### src/rtl/fifo_pkg.sv
// rtl/fifo_pkg.sv - shared defaults and RAM port FSM encoding for the FIFO controller
// Purpose: default data/address widths and the RAM access state type used by
//          fifo_ram_ctrl.
// Ports:   none (package)
package fifo_pkg;

  localparam int DW_DEF = 8;
  localparam int AW_DEF = 3;

  // One RAM access per cycle: nothing, a write, or a read.
  typedef enum logic [1:0] {
    IDLE = 2'd0,
    WR   = 2'd1,
    RD   = 2'd2
  } ram_state_t;

endpackage

### src/rtl/fifo_ptr.sv
// rtl/fifo_ptr.sv - write/read pointers, occupancy count and full/empty decode
// Purpose: holds wptr, rptr and count for a 1<<AW entry FIFO. The caller
//          guarantees inc_w and inc_r are never high together.
// Ports:
//   clk, rst      clock, asynchronous active-high reset
//   inc_w         advance wptr, count+1
//   inc_r         advance rptr, count-1
//   wptr, rptr    slot addresses, wrap modulo 2^AW
//   count         occupancy 0..(1<<AW)
//   full, empty   decoded from count
module fifo_ptr #(
  parameter int AW = 3
) (
  input  logic          clk,
  input  logic          rst,
  input  logic          inc_w,
  input  logic          inc_r,
  output logic [AW-1:0] wptr,
  output logic [AW-1:0] rptr,
  output logic [AW:0]   count,
  output logic          full,
  output logic          empty
);

  localparam logic [AW:0]   DEPTH   = {1'b1, {AW{1'b0}}};
  localparam logic [AW-1:0] PTR_ONE = {{(AW-1){1'b0}}, 1'b1};
  localparam logic [AW:0]   CNT_ONE = {{AW{1'b0}}, 1'b1};

  always_ff @(posedge clk or posedge rst) begin
    if (rst) begin
      wptr  <= '0;
      rptr  <= '0;
      count <= '0;
    end else if (inc_w) begin
      wptr  <= wptr + PTR_ONE;
      count <= count + CNT_ONE;
    end else if (inc_r) begin
      rptr  <= rptr + PTR_ONE;
      count <= count - CNT_ONE;
    end
  end

  assign full  = (count == DEPTH);
  assign empty = (count == '0);

endmodule

### src/rtl/fifo_ram_ctrl.sv
// rtl/fifo_ram_ctrl.sv - FIFO controller driving an external single-port RAM
// Purpose: arbitrates push/pop requests (round-robin on conflict), issues one
//          registered RAM cycle per accepted request and returns read data two
//          cycles after pop_ack.
// Ports:
//   clk, rst                  clock, asynchronous active-high reset
//   push, push_data, push_ack producer side; push_ack is combinational
//   pop, pop_ack              consumer request/accept; pop_ack is combinational
//   pop_valid, pop_data       read return, pop_data = ram_dout while pop_valid
//   full, empty, count        occupancy status
//   ram_cs_, ram_wr_          RAM chip select / write strobe, active-low, registered
//   ram_addr, ram_din         RAM address and write data, registered
//   ram_dout                  RAM read data, valid the cycle after a read cycle
module fifo_ram_ctrl
  import fifo_pkg::*;
#(
  parameter int DW = DW_DEF,
  parameter int AW = AW_DEF
) (
  input  logic          clk,
  input  logic          rst,
  input  logic          push,
  input  logic [DW-1:0] push_data,
  output logic          push_ack,
  input  logic          pop,
  output logic          pop_ack,
  output logic          pop_valid,
  output logic [DW-1:0] pop_data,
  output logic          full,
  output logic          empty,
  output logic [AW:0]   count,
  output logic          ram_cs_,
  output logic          ram_wr_,
  output logic [AW-1:0] ram_addr,
  output logic [DW-1:0] ram_din,
  input  logic [DW-1:0] ram_dout
);

  logic [AW-1:0] wptr;
  logic [AW-1:0] rptr;
  logic          push_ok;
  logic          pop_ok;
  logic          prio;    // 0: push wins a conflict, 1: pop wins
  ram_state_t    state;

  fifo_ptr #(.AW(AW)) u_ptr (
    .clk   (clk),
    .rst   (rst),
    .inc_w (push_ack),
    .inc_r (pop_ack),
    .wptr  (wptr),
    .rptr  (rptr),
    .count (count),
    .full  (full),
    .empty (empty)
  );

  assign push_ok  = push & ~full;
  assign pop_ok   = pop & ~empty;
  assign push_ack = push_ok & ~(pop_ok & prio);
  assign pop_ack  = pop_ok & ~(push_ok & ~prio);

  // The state register records which access is on the RAM pins this cycle;
  // a RD cycle means ram_dout carries the data in the following cycle.
  always_ff @(posedge clk or posedge rst) begin
    if (rst) begin
      state     <= IDLE;
      ram_cs_   <= 1'b1;
      ram_wr_   <= 1'b1;
      ram_addr  <= '0;
      ram_din   <= '0;
      prio      <= 1'b0;
      pop_valid <= 1'b0;
    end else begin
      pop_valid <= (state == RD);
      if (push_ok && pop_ok) begin
        prio <= ~prio;
      end
      if (push_ack) begin
        state    <= WR;
        ram_cs_  <= 1'b0;
        ram_wr_  <= 1'b0;
        ram_addr <= wptr;
        ram_din  <= push_data;
      end else if (pop_ack) begin
        state    <= RD;
        ram_cs_  <= 1'b0;
        ram_wr_  <= 1'b1;
        ram_addr <= rptr;
      end else begin
        state    <= IDLE;
        ram_cs_  <= 1'b1;
        ram_wr_  <= 1'b1;
      end
    end
  end

  // RAM output is only meaningful on the return cycle; zero otherwise.
  assign pop_data = pop_valid ? ram_dout : '0;

endmodule
### config.mk
export PLATFORM = sky130hd
export DESIGN_NAME = fifo_ram_ctrl
export DESIGN_NICKNAME = d
export VERILOG_FILES = /design/src/rtl/fifo_pkg.sv /design/src/rtl/fifo_ptr.sv /design/src/rtl/fifo_ram_ctrl.sv
export SDC_FILE = /design/constraint.sdc
export NUM_CORES = 1
export LEC_CHECK = 0
export BUFFER_PORTS_ARGS = -buffer_cell sky130_fd_sc_hd__buf_2
export CAP_MARGIN = 5
export CORE_MARGIN = 4
export CORE_UTILIZATION = 40
export CTS_CLUSTER_SIZE = 16
export DETAILED_ROUTE_END_ITERATION = 16
export HOLD_SLACK_MARGIN = 0.03
export PLACE_DENSITY = 0.68
export SETUP_SLACK_MARGIN = 0.1
export SLEW_MARGIN = 20
export SYNTH_ARGS = -nofsm -noshare
export SYNTH_HDL_FRONTEND = slang
export SYNTH_SLANG_ARGS = --single-unit
### constraint.sdc
create_clock -name clk -period 2.75 [get_ports clk]
set_input_delay 0.1375 -clock clk [delete_from_list [all_inputs] [get_ports clk]]
set_output_delay 0.1375 -clock clk [all_outputs]
set_load 0.05 [all_outputs]
# After elaboration in Yosys (flattened, before gate mapping)
# Index checks and enable logic that the tools add are counted.
# op_classes
n_div,0
shift,0
n_reduce_logical,4
mul,0
n_mux,10
n_bitwise,12
eq_ne,2
n_lt_le_gt_ge,0
add_sub_neg,4
# ops
operator,n
two-way mux 4 bit,2
two-way mux 8 bit,1
adder 3 x 1 -> 3 bit (second input constant),2
bitwise AND 1 bit,6
two-way mux 3 bit,2
inverter 1 bit,6
adder 4 x 1 -> 4 bit (second input constant),1
equality test 4 bit (second input constant),1
logical NOT 4 bit,1
two-way mux 2 bit,2
subtractor 4 x 1 -> 4 bit (second input constant),1
two-way mux 1 bit,3
equality test 2 bit (second input constant),1
AND reduction 2 bit,1
nonzero test 2 bit,1
logical AND 1 bit,1
# totals
in_bits,20
latch_bits,0
reg_bits,27
rom_bits,0
elab_cells,42
ramBits,0
memories,0
output_inout_bits,30

# Logic depth before layout (Yosys ltp)
# depth
ltp_word,8
mapped_depth,8
mapped_depth_nobuf,7

# Hierarchy
# Synthesis repeated with hierarchy kept, for this count alone.
# unflattened
cells_unflattened,100
area_unflattened_um2,1277.5
# modules_own_cells
mod,n_inst,cells_each,area_per_inst_um2,seq_area_each_um2
fifo_ram_ctrl,1,58,758.2,427.9
fifo_ptr,1,42,519.2,250.2

# Least setup slack after synthesis
# No wires, ideal clock.
# synth_path
path_kind,register to register
from,register u_ptr.count[1]
to,register u_ptr.count[3]
path_stages_with_launch,9
path_slack_ns,-0.359
arrival_ns,3.027
n_path_buf,1
cell_sequence,dfrtp_1 nor4b_2 a311o_1 buf_6 ha_1 a21o_1 a21oi_1 mux2i_1 xor2_1
# synth_between
elab_chain_len,7
# synth_lines
element,line,rtl
start: declaration,fifo_ptr.sv:20,"output logic [AW:0] count,"
start signal: assignment,fifo_ptr.sv:36,count <= count + CNT_ONE;
start signal: assignment,fifo_ptr.sv:39,count <= count - CNT_ONE;
equality test 4 bit *,fifo_ptr.sv:43,assign full = (count == DEPTH);
via full,fifo_ram_ctrl.sv:29,"output logic full,"
inverter 1 bit *,fifo_ram_ctrl.sv:58,assign push_ok = push & ~full;
bitwise AND 1 bit *,fifo_ram_ctrl.sv:58,
bitwise AND 1 bit,fifo_ram_ctrl.sv:61,assign pop_ack = pop_ok & ~(push_ok & ~prio);
inverter 1 bit,fifo_ram_ctrl.sv:61,
bitwise AND 1 bit,fifo_ram_ctrl.sv:61,
nonzero test 2 bit (no source line),n/a,
# The timed path passes the listed nets; every way through them passes the cells marked *. The select of a mux whose other input is x is not followed.
# A chain may end at the register's enable or synchronous reset.

# Worst setup path in the final report
# layout_path
from,register u_ptr.count[1]
to,register u_ptr.count[3]
# layout_between
elab_chain_len,7
# layout_lines
element,line
equality test 4 bit or logical NOT 4 bit (tied branches),"fifo_ptr.sv:43, fifo_ptr.sv:44"
inverter 1 bit (on tied branches),"fifo_ram_ctrl.sv:58, fifo_ram_ctrl.sv:59"
bitwise AND 1 bit (on tied branches),"fifo_ram_ctrl.sv:58, fifo_ram_ctrl.sv:59"
bitwise AND 1 bit (on tied branches),"fifo_ram_ctrl.sv:61, fifo_ram_ctrl.sv:60"
inverter 1 bit (on tied branches),"fifo_ram_ctrl.sv:61, fifo_ram_ctrl.sv:60"
bitwise AND 1 bit (on tied branches),"fifo_ram_ctrl.sv:61, fifo_ram_ctrl.sv:60"
nonzero test 2 bit (no source line) or two-way mux 4 bit (tied branches),n/a
# Several ways; a longest one is shown, not always the timed one. The select of a mux whose other input is x is not followed.

==> flow_metrics.env <==
export IMPL_wire_per_inst_microns=13.32
export IMPL_drive_gt1_share_pct=48.70
export IMPL_num_vias=896
export IMPL_syn2layout_area_growth_pct=32.14
export IMPL_peakVddDrop_mv=0.9328
export IMPL_final_nets=180
export IMPL_setup_viol=0
export IMPL_yosysMostFrequentCell="dfrtp_1"
export IMPL_synth_seq_cells=27
export IMPL_cp_buffers_inverters=0
export IMPL_clk_pin_slew_ps=150
export IMPL_io_pins=50
export IMPL_setup_tns_ps=0
export IMPL_die_x_microns=64.07
export IMPL_synth_top_area_cell="dfrtp_1"
export IMPL_clock_skew_ps=4.451
export IMPL_hold_violations=0
export IMPL_holdWs_ps=68.69
export IMPL_p_leak_nw=0.8486
export IMPL_fin_crit_sh_pct=90.54
export IMPL_grt_pass1_vias=924
export IMPL_rsz0062_at_grt="false"
export IMPL_rows=20
export IMPL_wl_microns=2637
export IMPL_dp_hpwl_microns=1824
export IMPL_syn_nets=119
export IMPL_track_usage_pct=13.63
export IMPL_crit_fanout=8
export IMPL_cts_buffer_depth=2
export IMPL_avgSynthCellArea_sq_um=13.38
export IMPL_synth_common_cells="dfrtp_1, and2_1, mux2_4"
export IMPL_cts_root_buf="clkbuf_4"
export IMPL_synth_edf_count=0
export IMPL_hp_class="in -> reg"
export IMPL_start_kind="register"
export IMPL_cp_required_ps=3000
export IMPL_async_flop_share_pct=100.0
export IMPL_worst_path_largest_cell_delay_ps=500
export IMPL_syn_area_sq_mm=0.001257
export IMPL_gp_congestion=0.7241
export IMPL_grt_overflow_total=0
export IMPL_avgViaCountPerCell=4.525
export IMPL_yosysSeqAreaShare_pct=53.93
export IMPL_drc=0
export IMPL_fin_util_pct=54.88
export IMPL_drt_iter0_drc=17
export IMPL_die_y_microns=64.07
export IMPL_grt_pass1_wl_microns=4353
export IMPL_port_buffer_count=49
export IMPL_postSynthCellCount=94
export IMPL_worstPathCellList="or3_1 -> a311o_2 -> ha_1 -> a21o_1 -> a21oi_1 -> mux2i_1 -> xor2_1"
export IMPL_drt_pass1_iterations=3
export IMPL_cts_tree="done"
export IMPL_initial_core_util_pct=41.53
export IMPL_drv_cap=0
export IMPL_yosysWarnings=0
export IMPL_cts_buffers=3
export IMPL_synth_flop_cell="dfrtp_1"
export IMPL_power_density_mw_per_mm2=1316
export IMPL_slew_viol_final=0
export IMPL_core_area_sq_mm=0.003028
export IMPL_post_route_worst_setup_slack_ps=260.3
export IMPL_tightest_slew_ps=960.5
export IMPL_fmax_mhz=401.7
export IMPL_critical_path_top_delay_family="compound AO/OA/AOI/OAI gates"
export IMPL_crit_slowest_cell="dfrtp_2"
export IMPL_die_area_sq_mm=0.004105
export IMPL_post_route_min_period_ps=2490
export IMPL_clkLatencyLatePin_ps=320
export IMPL_arrival_ps=2740
export IMPL_fill_cells=250
export IMPL_multi_input_area_sq_um=523.0
export IMPL_synthDistinctLibCells=29
export IMPL_diodes=0
export IMPL_crit_path_end_kind="register"
export IMPL_path_class="reg -> reg"
export IMPL_seqCellArea_sq_um=683.2
export IMPL_antenna_found_initial=0
export IMPL_ant_nets=0
export IMPL_grt_start_max_net_pins=28
export IMPL_htreeDepth=1
export IMPL_place_ws_ps=280.3
export IMPL_cts_sinks=27
export IMPL_outcome="finished clean"
export IMPL_relSlewSlack_pct=35.57
export IMPL_synth_top_area_share_pct=49.75
export IMPL_synth_top_cells_by_area="dfrtp_1, mux2_4, and2_1, dfstp_2, ha_1"
-- routing by layer --
metal | wire length (microns) | vias to the layer above | part of all wire [%] | track usage [%]
met3 | 253 | 2 | 9.6 | 5.975
met4 | 7 | 0 | 0.27 | 1.617
li1 | - | 437 | - | -
met2 | 1233 | 47 | 47 | 22.58
met1 | 1143 | 410 | 43 | 16.86
met5 | 0 | - | 0 | 0
-- state kept, by name (all words and copies together) (netlist names) --
name	flops
pop_valid	1
prio	1
ram_addr	3
ram_cs_	1
ram_din	8
ram_wr_	1
state	2
u_ptr.count	4
u_ptr.rptr	3
u_ptr.wptr	3
-- per-stage QoR --
step	power, W	instance area, sq um	std cells
3_3_place_gp	0.001982	1548	186
4_1_cts	0.002199	1638	196
3_5_place_dp	0.002011	1548	186
6_report	0.002186	1662	198
5_1_grt	0.002337	1662	198
2_1_floorplan	0.001757	1271	94
-- path summary, 6_finish.rpt --
kind	startpoint	endpoint	slack (ps)	depth (start not counted)
min in group asynchronous	rst	ram_din[1]$_DFFE_PP0P_	460	3
hold reg to reg	state[0]$_DFF_PP0_	pop_valid$_DFF_PP0_	410	1
hold / removal	push_data[0]	ram_din[0]$_DFFE_PP0P_	70	2
setup / recovery	u_ptr.count[1]$_DFFE_PP0N_	u_ptr.count[3]$_DFFE_PP0N_	260	7
max in group asynchronous	rst	u_ptr.count[3]$_DFFE_PP0N_	1810	3
setup reg to reg	u_ptr.count[1]$_DFFE_PP0N_	u_ptr.count[3]$_DFFE_PP0N_	260	7
-- cells in the final DEF, fill, tap and decap left out, types with 2 or more instances in the layout --
cell           count
dfstp_2            2
xnor2_1            5
buf_2             48
dfrtp_1           21
nand2_1            4
o22ai_1            3
clkbuf_4           3
dfrtp_2            4
dlygate4sd3_1      8
mux2_4             9
inv_1              6
mux2_1             2
a21oi_1            4
buf_4              2
xor2_1             3
ha_1               4
and2_1             9
-- what timing repair did --
action	CTS	global route
resized for setup	0	3
endpoints found under the hold margin	6	26
hold buffers	6	2
endpoints found under the setup margin	0	2
setup buffers	0	0
-- logic make-up after synthesis --
group,count (synthesis),synth area share (%)
flip-flops,27,53.93
AND/OR/NAND/NOR,20,9.551
multiplexers,12,13.33
AO/OA/AOI/OAI,11,6.767
buffers and inverters,11,5.273
XOR/XNOR,8,5.572
adder cells (fa/ha/maj),5,5.572
-- power breakdown --
| part | switching (W) | internal [W] |
|---|---|---|
| sequential | 0.000164 | 0.000591 |
| clock | 0.000116 | 0.0000556 |
| combinational | 0.000837 | 0.000423 |
-- cell type report --
cell class / instances / share of cell area (%)
well taps: 44 / 3.313
clock buffers: 3 / 1.355
multi-input cells: 56 / 31.48
clock inverters: 1 / 0.4518
flip-flops and latches: 27 / 41.11
repair buffers: 58 / 20.18
inverters: 9 / 2.108
No activity file was read; power rests on OpenSTA's default activity.
